### config.mk
export PLATFORM = sky130hd
export DESIGN_NAME = entrada_numero_bcd
export DESIGN_NICKNAME = d
export VERILOG_FILES = /design/src/rtl/entrada_pkg.sv /design/src/rtl/detector_flanco.sv /design/src/rtl/entrada_numero_bcd.sv
export SDC_FILE = /design/constraint.sdc
export NUM_CORES = 1
export LEC_CHECK = 0
export CORE_ASPECT_RATIO = 1.2
export CORE_UTILIZATION = 52
export CTS_BUF_LIST = sky130_fd_sc_hd__clkbuf_8
export CTS_CLUSTER_SIZE = 14
export DETAILED_ROUTE_END_ITERATION = 8
export PLACE_DENSITY = 0.89
export SYNTH_ARGS = -nofsm -noshare
export SYNTH_HDL_FRONTEND = slang
export SYNTH_HIERARCHICAL = 1
export SYNTH_SLANG_ARGS = --single-unit
### constraint.sdc
create_clock -name clk -period 2.6 [get_ports clk]
set_input_delay 0.26 -clock clk [delete_from_list [all_inputs] [get_ports clk]]
set_output_delay 0.26 -clock clk [all_outputs]
set_load 0.02 [all_outputs]
### src/rtl/entrada_pkg.sv
// Shared definitions for the keypad number-entry controller:
// key codes, FSM state encoding and a small key classification helper.
package entrada_pkg;

    localparam logic [3:0] TECLA_ENTER   = 4'hA;
    localparam logic [3:0] TECLA_BORRAR  = 4'hB;
    localparam logic [3:0] TECLA_LIMPIAR = 4'hC;
    localparam logic [3:0] TECLA_SIGNO   = 4'hD;

    typedef enum logic [1:0] {
        ENTRADA = 2'b00,
        COMMIT  = 2'b01,
        LISTO   = 2'b10
    } estado_t;

    // Codes 0..9 are decimal digit keys.
    function automatic logic es_digito(input logic [3:0] cod);
        return (cod <= 4'd9);
    endfunction

endpackage

### src/rtl/detector_flanco.sv
// Rising-edge detector: one-cycle pulse on the first cycle the input is high.
// The previous-sample register runs every cycle regardless of who consumes
// the pulse, so a held key can never produce a second event.
module detector_flanco (
    input  logic clk,
    input  logic reset,
    input  logic entrada,
    output logic flanco
);

    logic prev_reg;

    // Register the previous input sample; cleared by synchronous reset.
    always_ff @(posedge clk) begin
        if (reset) begin
            prev_reg <= 1'b0;
        end else begin
            prev_reg <= entrada;
        end
    end

    assign flanco = entrada & ~prev_reg;

endmodule

### src/rtl/entrada_numero_bcd.sv
// Keypad number-entry controller. Collects up to DIGITS BCD digits per
// operand with backspace/clear/enter, commits operand A then B, and holds
// the pair for the ALU stage until ack.
// Optional feature macro: ENTRADA_SIGNO_EN (sign key 4'hD and sign outputs).
module entrada_numero_bcd
    import entrada_pkg::*;
#(
    parameter  int DIGITS = 4,
    localparam int CW     = $clog2(DIGITS + 1)
) (
    input  logic                  clk,
    input  logic                  reset,
    input  logic                  tecla_valida,
    input  logic [3:0]            tecla_cod,
    input  logic                  ack,
    output logic [4*DIGITS-1:0]   numero,
    output logic [CW-1:0]         cant_digitos,
    output logic                  operando_idx,
    output logic [4*DIGITS-1:0]   operando_a,
    output logic [4*DIGITS-1:0]   operando_b,
    output logic                  par_listo,
`ifdef ENTRADA_SIGNO_EN
    output logic                  signo,
    output logic                  signo_a,
    output logic                  signo_b,
`endif
    output logic                  desborde
);

    localparam int NW = 4 * DIGITS;

    logic evento;

    estado_t         state_reg,    state_next;
    logic [NW-1:0]   numero_reg,   numero_next;
    logic [CW-1:0]   cant_reg,     cant_next;
    logic            idx_reg,      idx_next;
    logic [NW-1:0]   op_a_reg,     op_a_next;
    logic [NW-1:0]   op_b_reg,     op_b_next;
    logic            listo_reg,    listo_next;
    logic            desborde_reg, desborde_next;
`ifdef ENTRADA_SIGNO_EN
    logic            signo_reg,    signo_next;
    logic            signo_a_reg,  signo_a_next;
    logic            signo_b_reg,  signo_b_next;
    logic            signo_efectivo;
`endif

    detector_flanco u_detector (
        .clk     (clk),
        .reset   (reset),
        .entrada (tecla_valida),
        .flanco  (evento)
    );

`ifdef ENTRADA_SIGNO_EN
    // A negative zero is committed as a positive zero.
    assign signo_efectivo = signo_reg & (numero_reg != '0);
`endif

    // State register and all registered outputs.
    always_ff @(posedge clk) begin
        if (reset) begin
            state_reg    <= ENTRADA;
            numero_reg   <= '0;
            cant_reg     <= '0;
            idx_reg      <= 1'b0;
            op_a_reg     <= '0;
            op_b_reg     <= '0;
            listo_reg    <= 1'b0;
            desborde_reg <= 1'b0;
`ifdef ENTRADA_SIGNO_EN
            signo_reg    <= 1'b0;
            signo_a_reg  <= 1'b0;
            signo_b_reg  <= 1'b0;
`endif
        end else begin
            state_reg    <= state_next;
            numero_reg   <= numero_next;
            cant_reg     <= cant_next;
            idx_reg      <= idx_next;
            op_a_reg     <= op_a_next;
            op_b_reg     <= op_b_next;
            listo_reg    <= listo_next;
            desborde_reg <= desborde_next;
`ifdef ENTRADA_SIGNO_EN
            signo_reg    <= signo_next;
            signo_a_reg  <= signo_a_next;
            signo_b_reg  <= signo_b_next;
`endif
        end
    end

    // Next-state and datapath update; key events only act in ENTRADA.
    always_comb begin
        state_next    = state_reg;
        numero_next   = numero_reg;
        cant_next     = cant_reg;
        idx_next      = idx_reg;
        op_a_next     = op_a_reg;
        op_b_next     = op_b_reg;
        listo_next    = listo_reg;
        desborde_next = 1'b0;
`ifdef ENTRADA_SIGNO_EN
        signo_next    = signo_reg;
        signo_a_next  = signo_a_reg;
        signo_b_next  = signo_b_reg;
`endif

        case (state_reg)
            ENTRADA: begin
                if (evento) begin
                    if (es_digito(tecla_cod)) begin
                        if (cant_reg == CW'(DIGITS)) begin
                            desborde_next = 1'b1;
                        end else if (!(cant_reg == '0 && tecla_cod == 4'd0)) begin
                            numero_next = (numero_reg << 4) | NW'(tecla_cod);
                            cant_next   = cant_reg + CW'(1);
                        end
                    end else if (tecla_cod == TECLA_BORRAR) begin
                        if (cant_reg != '0) begin
                            numero_next = numero_reg >> 4;
                            cant_next   = cant_reg - CW'(1);
                        end
                    end else if (tecla_cod == TECLA_LIMPIAR) begin
                        numero_next = '0;
                        cant_next   = '0;
`ifdef ENTRADA_SIGNO_EN
                        signo_next  = 1'b0;
`endif
                    end else if (tecla_cod == TECLA_ENTER) begin
                        state_next = COMMIT;
`ifdef ENTRADA_SIGNO_EN
                    end else if (tecla_cod == TECLA_SIGNO) begin
                        signo_next = ~signo_reg;
`endif
                    end
                end
            end

            COMMIT: begin
                if (!idx_reg) begin
                    op_a_next    = numero_reg;
                    idx_next     = 1'b1;
                    numero_next  = '0;
                    cant_next    = '0;
`ifdef ENTRADA_SIGNO_EN
                    signo_a_next = signo_efectivo;
                    signo_next   = 1'b0;
`endif
                    state_next   = ENTRADA;
                end else begin
                    op_b_next    = numero_reg;
                    listo_next   = 1'b1;
`ifdef ENTRADA_SIGNO_EN
                    signo_b_next = signo_efectivo;
`endif
                    state_next   = LISTO;
                end
            end

            LISTO: begin
                if (ack) begin
                    listo_next  = 1'b0;
                    idx_next    = 1'b0;
                    numero_next = '0;
                    cant_next   = '0;
`ifdef ENTRADA_SIGNO_EN
                    signo_next  = 1'b0;
`endif
                    state_next  = ENTRADA;
                end
            end

            default: begin
                state_next = ENTRADA;
            end
        endcase
    end

    assign numero       = numero_reg;
    assign cant_digitos = cant_reg;
    assign operando_idx = idx_reg;
    assign operando_a   = op_a_reg;
    assign operando_b   = op_b_reg;
    assign par_listo    = listo_reg;
    assign desborde     = desborde_reg;
`ifdef ENTRADA_SIGNO_EN
    assign signo        = signo_reg;
    assign signo_a      = signo_a_reg;
    assign signo_b      = signo_b_reg;
`endif

endmodule

After elaboration in Yosys (flattened, before gate mapping)
Index checks and enable logic that the tools add are counted.
- register bits: 57
- input bits: 8
- memories: 0
- bits in latches: 0
- RAM bits: 0
- bits in read-only memories: 0
- output and inout bits: 54
- magnitude comparators: 1
- bitwise logic cells: 7
- add/subtract/negate cells: 2
- multiply operators: 0
- reductions and logical operators: 14
- eq/ne operators: 18
- multiplexer cells: 33
- divide/modulo/power cells: 0
- shift-type cells: 0
- operators by type and width (cell ; count):
    two-way mux 16 bit ; 9
    one-hot mux 16 bit (3 select lines) ; 1
    two-way mux 3 bit ; 9
    != test 2 bit, second input constant ; 8
    bitwise OR 16 x 4 -> 16 bit ; 1
    two-way mux 2 bit ; 7
    equality test 4 bit, second input constant ; 3
    one-hot mux 3 bit (3 select lines) ; 1
    != test 4 bit, second input constant ; 2
    AND reduction 8 bit ; 1
    != test 3 bit, second input constant ; 2
    one-hot mux 2 bit (3 select lines) ; 1
    AND reduction 2 bit ; 3
    AND reduction 6 bit ; 1
    nonzero test 3 bit ; 2
    NOT 1 bit ; 5
    less-or-equal comparator 4 bit, second input constant ; 1
    logical NOT 4 bit ; 1
    one-hot mux 1 bit (2 select lines) ; 2
    OR reduction 4 bit ; 1
    adder 3 x 1 -> 3 bit, second input constant ; 1
    equality test 3 bit, second input constant ; 1
    logical NOT 3 bit ; 1
    two-way mux 1 bit ; 3
    other kinds (8) ; 8

Longest topological paths before layout
Gate-level depths: netlist (run 1).
- word-level depth: 7
- mapped depth: 8
- mapped depth without buffers: 6

Cells and area by module
Netlist (run 1), hierarchy kept.
- by module, submodules not included (module ; area an instance (um2) ; cells each ; sequential area each (um2) ; instances):
    entrada_numero_bcd ; 2640.0 ; 317 ; 1121.1 ; 1
    detector_flanco ; 47.5 ; 3 ; 20.0 ; 1

Worst setup path after synthesis (run 1)
Ideal clock, no wire load.
- kind: register to register
- start point: register state_reg[1]
- end point: register numero_reg[12], in the netlist numero[12]
- setup slack: 0.554 ns
- data required time: 2.479 ns
- setup time: 0.121 ns
- clock period less this slack: 2.046 ns
- cell stages (with the launch flop): 9
- data arrival time: 1.925 ns
- cells stage by stage: dfxtp_1 inv_1 ha_1 and2_1 clkbuf_1 nor4_1 o2111a_1 buf_6 mux2_4
- cells in the longest elaborated chain, start to end: 3
- RTL lines (what ; RTL line ; source):
    start: declaration ; entrada_numero_bcd.sv:34 ; estado_t state_reg, state_next;
    start signal: assignment ; entrada_numero_bcd.sv:78 ; state_reg <= state_next;
    logical NOT 2 bit (tied with other cells) ; entrada_numero_bcd.sv:110 ; case (state_reg)
    != test 4 bit (no source line) (tied with other cells) ; -- ;
    AND reduction 8 bit (no source line) ; -- ;
    end signal: assignment ; entrada_numero_bcd.sv:79 ; numero_reg <= numero_next;
    end: declaration ; entrada_numero_bcd.sv:35 ; logic [NW-1:0] numero_reg, numero_next;
Parallel ways exist; a longest one is shown, timed or not.
A chain may end at the register's enable or synchronous reset.

Worst setup path after layout (run 1)
- start point: register state_reg[1]
- end point: register numero_reg[15], in the netlist numero[15]
Same word-level chain as after synthesis.

==> impl_metrics.ini, run 1 <==
[run_status]
status = completed

[synthesis]
synth_top_area_share = 0.425
yosysSeqAreaShare = 0.425
synthTopCellsByArea = dfxtp_1, nand2_1, a21oi_1
synth.net_count = 334
synthTopCellsByCount = nand2_1, dfxtp_1, a21oi_1
netlist.top_cell.by_area = dfxtp_1
syn-cell-area_um2 = 2690
synthCells = 320
synth_cell_types = 37
synth_edf_count = 0
syn_area_per_cell_um2 = 8.40
postSynth.asyncResetShare = 0
ys.warnings.count = 6
synth_flop_cell = dfxtp_1
yosysMostFrequentCell = nand2_1
ys_ff_latch = 57

[drt]
drtIter0Drc = 151
viasPerCell = 5.38
drt_wl_total_um = 6240
vias = 2380
wl_per_cell_um = 14.1
ant_nets = 0
firstDrtPassIters = 5
drc_errors = 0

[sta]
fin_setup_tns_ns = 0
worst_pin_slew_ns = 1.10
rsz0062_at_grt = no
fin_skew_ns = 0.00788
final-setup-viol-count = 0
fmax_ghz = 0.438
period_minus_slack_ns = 2.29
hold_violations = 0
maxSlewViolCount = 0
finalCritPeriodShare = 0.879
slew_headroom = 0.266

[grt]
grt_max_degree = 34
overflow = 0
grt_pass1_vias = 2156
grt_pass1_wl_um = 10300
antenna_found_initial = 0
grt.total_usage = 0.251

[worst_setup_path]
path_max_fanout = 8
slowest_delay_ns = 0.58
crit_arrival_ns = 2.50
rrSetupSlack_ns = 0.31
crit_buf_inv = 1
critPathCaptureType = register
critical-path-top-delay-family = simple AND/OR/NAND/NOR gates
crit_type = reg -> reg
cp_slowest_cell = o2111a_1
cp_cell_sequence = inv_1, ha_1, and2_1, nor4_1, o2111a_1, mux2_4
worstSetupStartpointType = register
critPathRequiredTime_ns = 2.82

[power]
p_per_area_nw_per_um2 = 552
power_leakage_nw = 1.29
vdd_drop_max_mv = 0.447

[clock_tree]
clkSinkCount = 57
cts_tree = done
cts_buffers = 9
clock_latency_ns = 0.33
ctsResizeCount = 0
cts.htree.levels = 3
path_clk_slew_ns = 0.06
root_buffer = clkbuf_8
hold_buffers = 0
cts_setup_buffers = 0
cts.path.max_buffers = 2

[layout]
finalNonFillerCells = 442
area.sequential_um2 = 1140
drive_gt1_frac = 0.0864
fin_nets = 391
area_growth_pct = 31.6
diodes = 0
multi_input_area_um2 = 1410
fillCellCount = 375

[flow_run]
maxCapViolations = 0

[floorplanning]
die_h_um = 80.8
io_pins = 62
dieArea_um2 = 5460
dieWidth_um = 67.6
coreArea_um2 = 4940
row_count = 28
initial_core_util = 0.544

[hold_path]
hp-class = in -> reg

[placed_design]
dp_hpwl_um = 4270
dp_cells = 426
gp_congestion = 0.829
port_buffers = 61
## metrics by stage
step           worst slack, ns  utilization  total power [mW]  hold WS, ns  instance area, um2
2_1_floorplan            0.554            -              1.04        0.324                2690
3_3_place_gp             0.244        0.673              1.08        0.443                3320
3_5_place_dp             0.202        0.673              1.09        0.447                3320
4_1_cts                  0.321        0.716              1.96        0.386                3540
5_1_grt                  0.129        0.716              2.02        0.424                3540
6_report                 0.315        0.716              1.95        0.395                3540
## power by group
group          leakage, nW  total [mW]  internal (mW)  switching, mW
clock                0.108       0.880          0.530          0.350
sequential           0.460       0.896          0.882         0.0135
combinational        0.723       0.175         0.0785         0.0965
## per-layer routing
| layer | track usage | part of all wire |
|---|---|---|
| met4 | 0.100 | 0.013 |
| met2 | 0.409 | 0.50 |
| met3 | 0.0478 | 0.043 |
| met1 | 0.320 | 0.44 |
| met5 | 0 | 0 |
## worst reg2reg max path: stages (launching register included)
cell and delay, ns:
dfxtp_1 0.36, inv_1 0.08, ha_1 0.24, and2_1 0.20
nor4_1 0.39, o2111a_1 0.58, mux2_4 0.34
## worst paths after layout
kind | from | endpoint | cells after the start
hold reg to reg | operando_a[5] | operando_a[5] | 2
hold / removal | reset | u_detector/prev_reg | 2
setup / recovery | state_reg[1] | numero[15] | 6
setup reg to reg | state_reg[1] | numero[15] | 6
## cell usage in the layout (no fill, tap or decap), drive strengths merged, types with 2 or more instances in the layout
master | netlist | routed
nor2 | 11 | 11
nor3 | 6 | 6
nand4b | 3 | 3
clkdlybuf4s50 | 0 | 60
nor3b | 17 | 17
nand2 | 75 | 75
mux2 | 7 | 7
dfxtp | 57 | 57
clkbuf | 17 | 9
buf | 7 | 10
o21bai | 9 | 9
o21ai | 2 | 2
mux2i | 17 | 17
nor2b | 10 | 10
bufinv | 0 | 2
clkinvlp | 0 | 2
inv | 6 | 8
nand2b | 18 | 18
nand3 | 2 | 2
ha | 6 | 6
a21oi | 36 | 36
## cells by family after synthesis
logic type      Yosys count  synth area share
simple gates            150             0.285
flops                    57             0.425
compound gates           53             0.114
buf+inv                  30            0.0498
mux                      24            0.0982
fa+ha+maj                 6            0.0279
## area by class of cell
| cell class | instances | area share |
|---|---|---|
| Multi-Input combinational cell | 233 | 0.400 |
| Sequential cell | 57 | 0.323 |
| Timing Repair Buffer | 70 | 0.190 |
| Clock buffer | 9 | 0.0350 |
| Clock inverter | 7 | 0.0248 |
| Tap cell | 60 | 0.0212 |
| Inverter | 6 | 0.00637 |
No activity file was read; power rests on OpenSTA's default activity.
==> inputs of run 2 (changes only) <==
CELL_PAD_IN_SITES_DETAIL_PLACEMENT = 1   (was not set)
CELL_PAD_IN_SITES_GLOBAL_PLACEMENT = 1   (was not set)
CORE_UTILIZATION = 38   (was 52)
PLACE_DENSITY = 0.88   (was 0.89)
==> impl_metrics.ini, run 2 (synthesized netlist as in run 1, its figures left out) <==
[power]
swShare = 0.257
power.switching_mw = 0.495
p_per_area_nw_per_um2 = 540
pwr-share-seq = 0.465
vdd_drop_max_mv = 0.339
power_leakage_nw = 1.28
combPwrFrac = 0.096
pwr-share-clk = 0.439
p_total_mw = 1.93
p_int_mw = 1.43

[worst_setup_path]
worstSetupStartpointType = register
cp_slowest_cell = o2111a_1
slowest_delay_ns = 0.60
critPathCaptureType = register
crit_buf_inv = 1
cp_cell_sequence = inv_1, ha_1, nor2b_1, nor4_1, o2111a_1, mux2_4
critPathRequiredTime_ns = 2.83
crit_arrival_ns = 2.54
path_max_fanout = 8
crit_type = reg -> reg
critical-path-top-delay-family = compound AO/OA/AOI/OAI gates

[clock_tree]
ctsResizeCount = 0
path_clk_slew_ns = 0.07
cts_tree = done
hold_buffers = 0
cts.htree.levels = 3
cts.path.max_buffers = 2
root_buffer = clkbuf_8
clkSinkCount = 57
cts_buffers = 9
cts_setup_buffers = 0
clock_latency_ns = 0.34

[drt]
firstDrtPassIters = 4
drtIter0Drc = 133
drc_errors = 0
viasPerCell = 5.22
vias = 2444
ant_nets = 0
drt_wl_total_um = 7490
wl_per_cell_um = 16.0

[layout]
fin_nets = 390
final_core_util = 0.521
area.sequential_um2 = 1140
layout_common_cells = nand2_1, clkdlybuf4s50_1, dfxtp_1
mostFrequentLayoutCell = nand2_1
fillCellCount = 823
drive_gt1_frac = 0.0892
diodes = 0
finalNonFillerCells = 468
multi_input_area_um2 = 1410
area_growth_pct = 32.8

[sta]
fin_setup_tns_ns = 0
fmax_ghz = 0.433
period_minus_slack_ns = 2.31
slew_headroom = 0.560
fin_skew_ns = 0.00795
rsz0062_at_grt = no
finalCritPeriodShare = 0.888
final-setup-viol-count = 0
setup_slack_ns = 0.291
hold_violations = 0
worst_pin_slew_ns = 0.660
maxSlewViolCount = 0

[floorplanning]
dieWidth_um = 78.8
die_h_um = 94.1
io_pins = 62
coreArea_um2 = 6850
dieArea_um2 = 7410
row_count = 33
initial_core_util = 0.392

[placed_design]
gp_congestion = 0.865
port_buffers = 61
dp_cells = 452
dp_hpwl_um = 5240
dp_slack_ns = 0.145

[grt]
grt_max_degree = 33
grt_pass1_wl_um = 12400
grt.total_usage = 0.220
overflow = 0
grt_pass1_vias = 2460
antenna_found_initial = 0

[hold_path]
hp-class = in -> reg

[run_status]
status = completed

[flow_run]
maxCapViolations = 0
==> run 2: routing by layer <==
metal | wire (um) | part of all wire | track usage | vias up
met5 | 0 | 0 | 0 | -
met1 | 3250 | 0.43 | 0.256 | 1197
li1 | - | - | - | 1187
met4 | 148 | 0.020 | 0.103 | 0
met3 | 220 | 0.029 | 0.0408 | 13
met2 | 3880 | 0.52 | 0.386 | 47
==> run 2: per-stage QoR <==
stage	hold WS, ns	area, um2
2_1_floorplan	0.324	2690
3_3_place_gp	0.442	3360
3_5_place_dp	0.446	3360
4_1_cts	0.410	3570
5_1_grt	0.446	3570
6_report	0.428	3570
==> run 2: path summary, 6_finish.rpt <==
check	slack, ns	depth (start not counted)	to	from
setup reg to reg	0.29	6	numero[12]	state_reg[0]
hold / removal	0.43	2	operando_b[3]	reset
setup / recovery	0.29	6	numero[12]	state_reg[0]
hold reg to reg	0.46	2	operando_a[13]	operando_a[13]
==> run 2: power groups by stage <==
stage          Clock (mW)  Sequential (mW)  Combinational, mW
3_5_place_dp            0            0.916              0.183
3_3_place_gp            0            0.915              0.178
4_1_cts             0.864            0.896              0.186
2_1_floorplan           0            0.921              0.116
6_report            0.847            0.896              0.185
5_1_grt             0.903            0.897              0.201
==> run 2: final cells by class <==
cell class,count,area share
Tap cell,87,0.0305
Clock inverter,6,0.0189
Multi-Input combinational cell,233,0.396
Clock buffer,10,0.0386
Inverter,6,0.00631
Sequential cell,57,0.320
Timing Repair Buffer,69,0.190
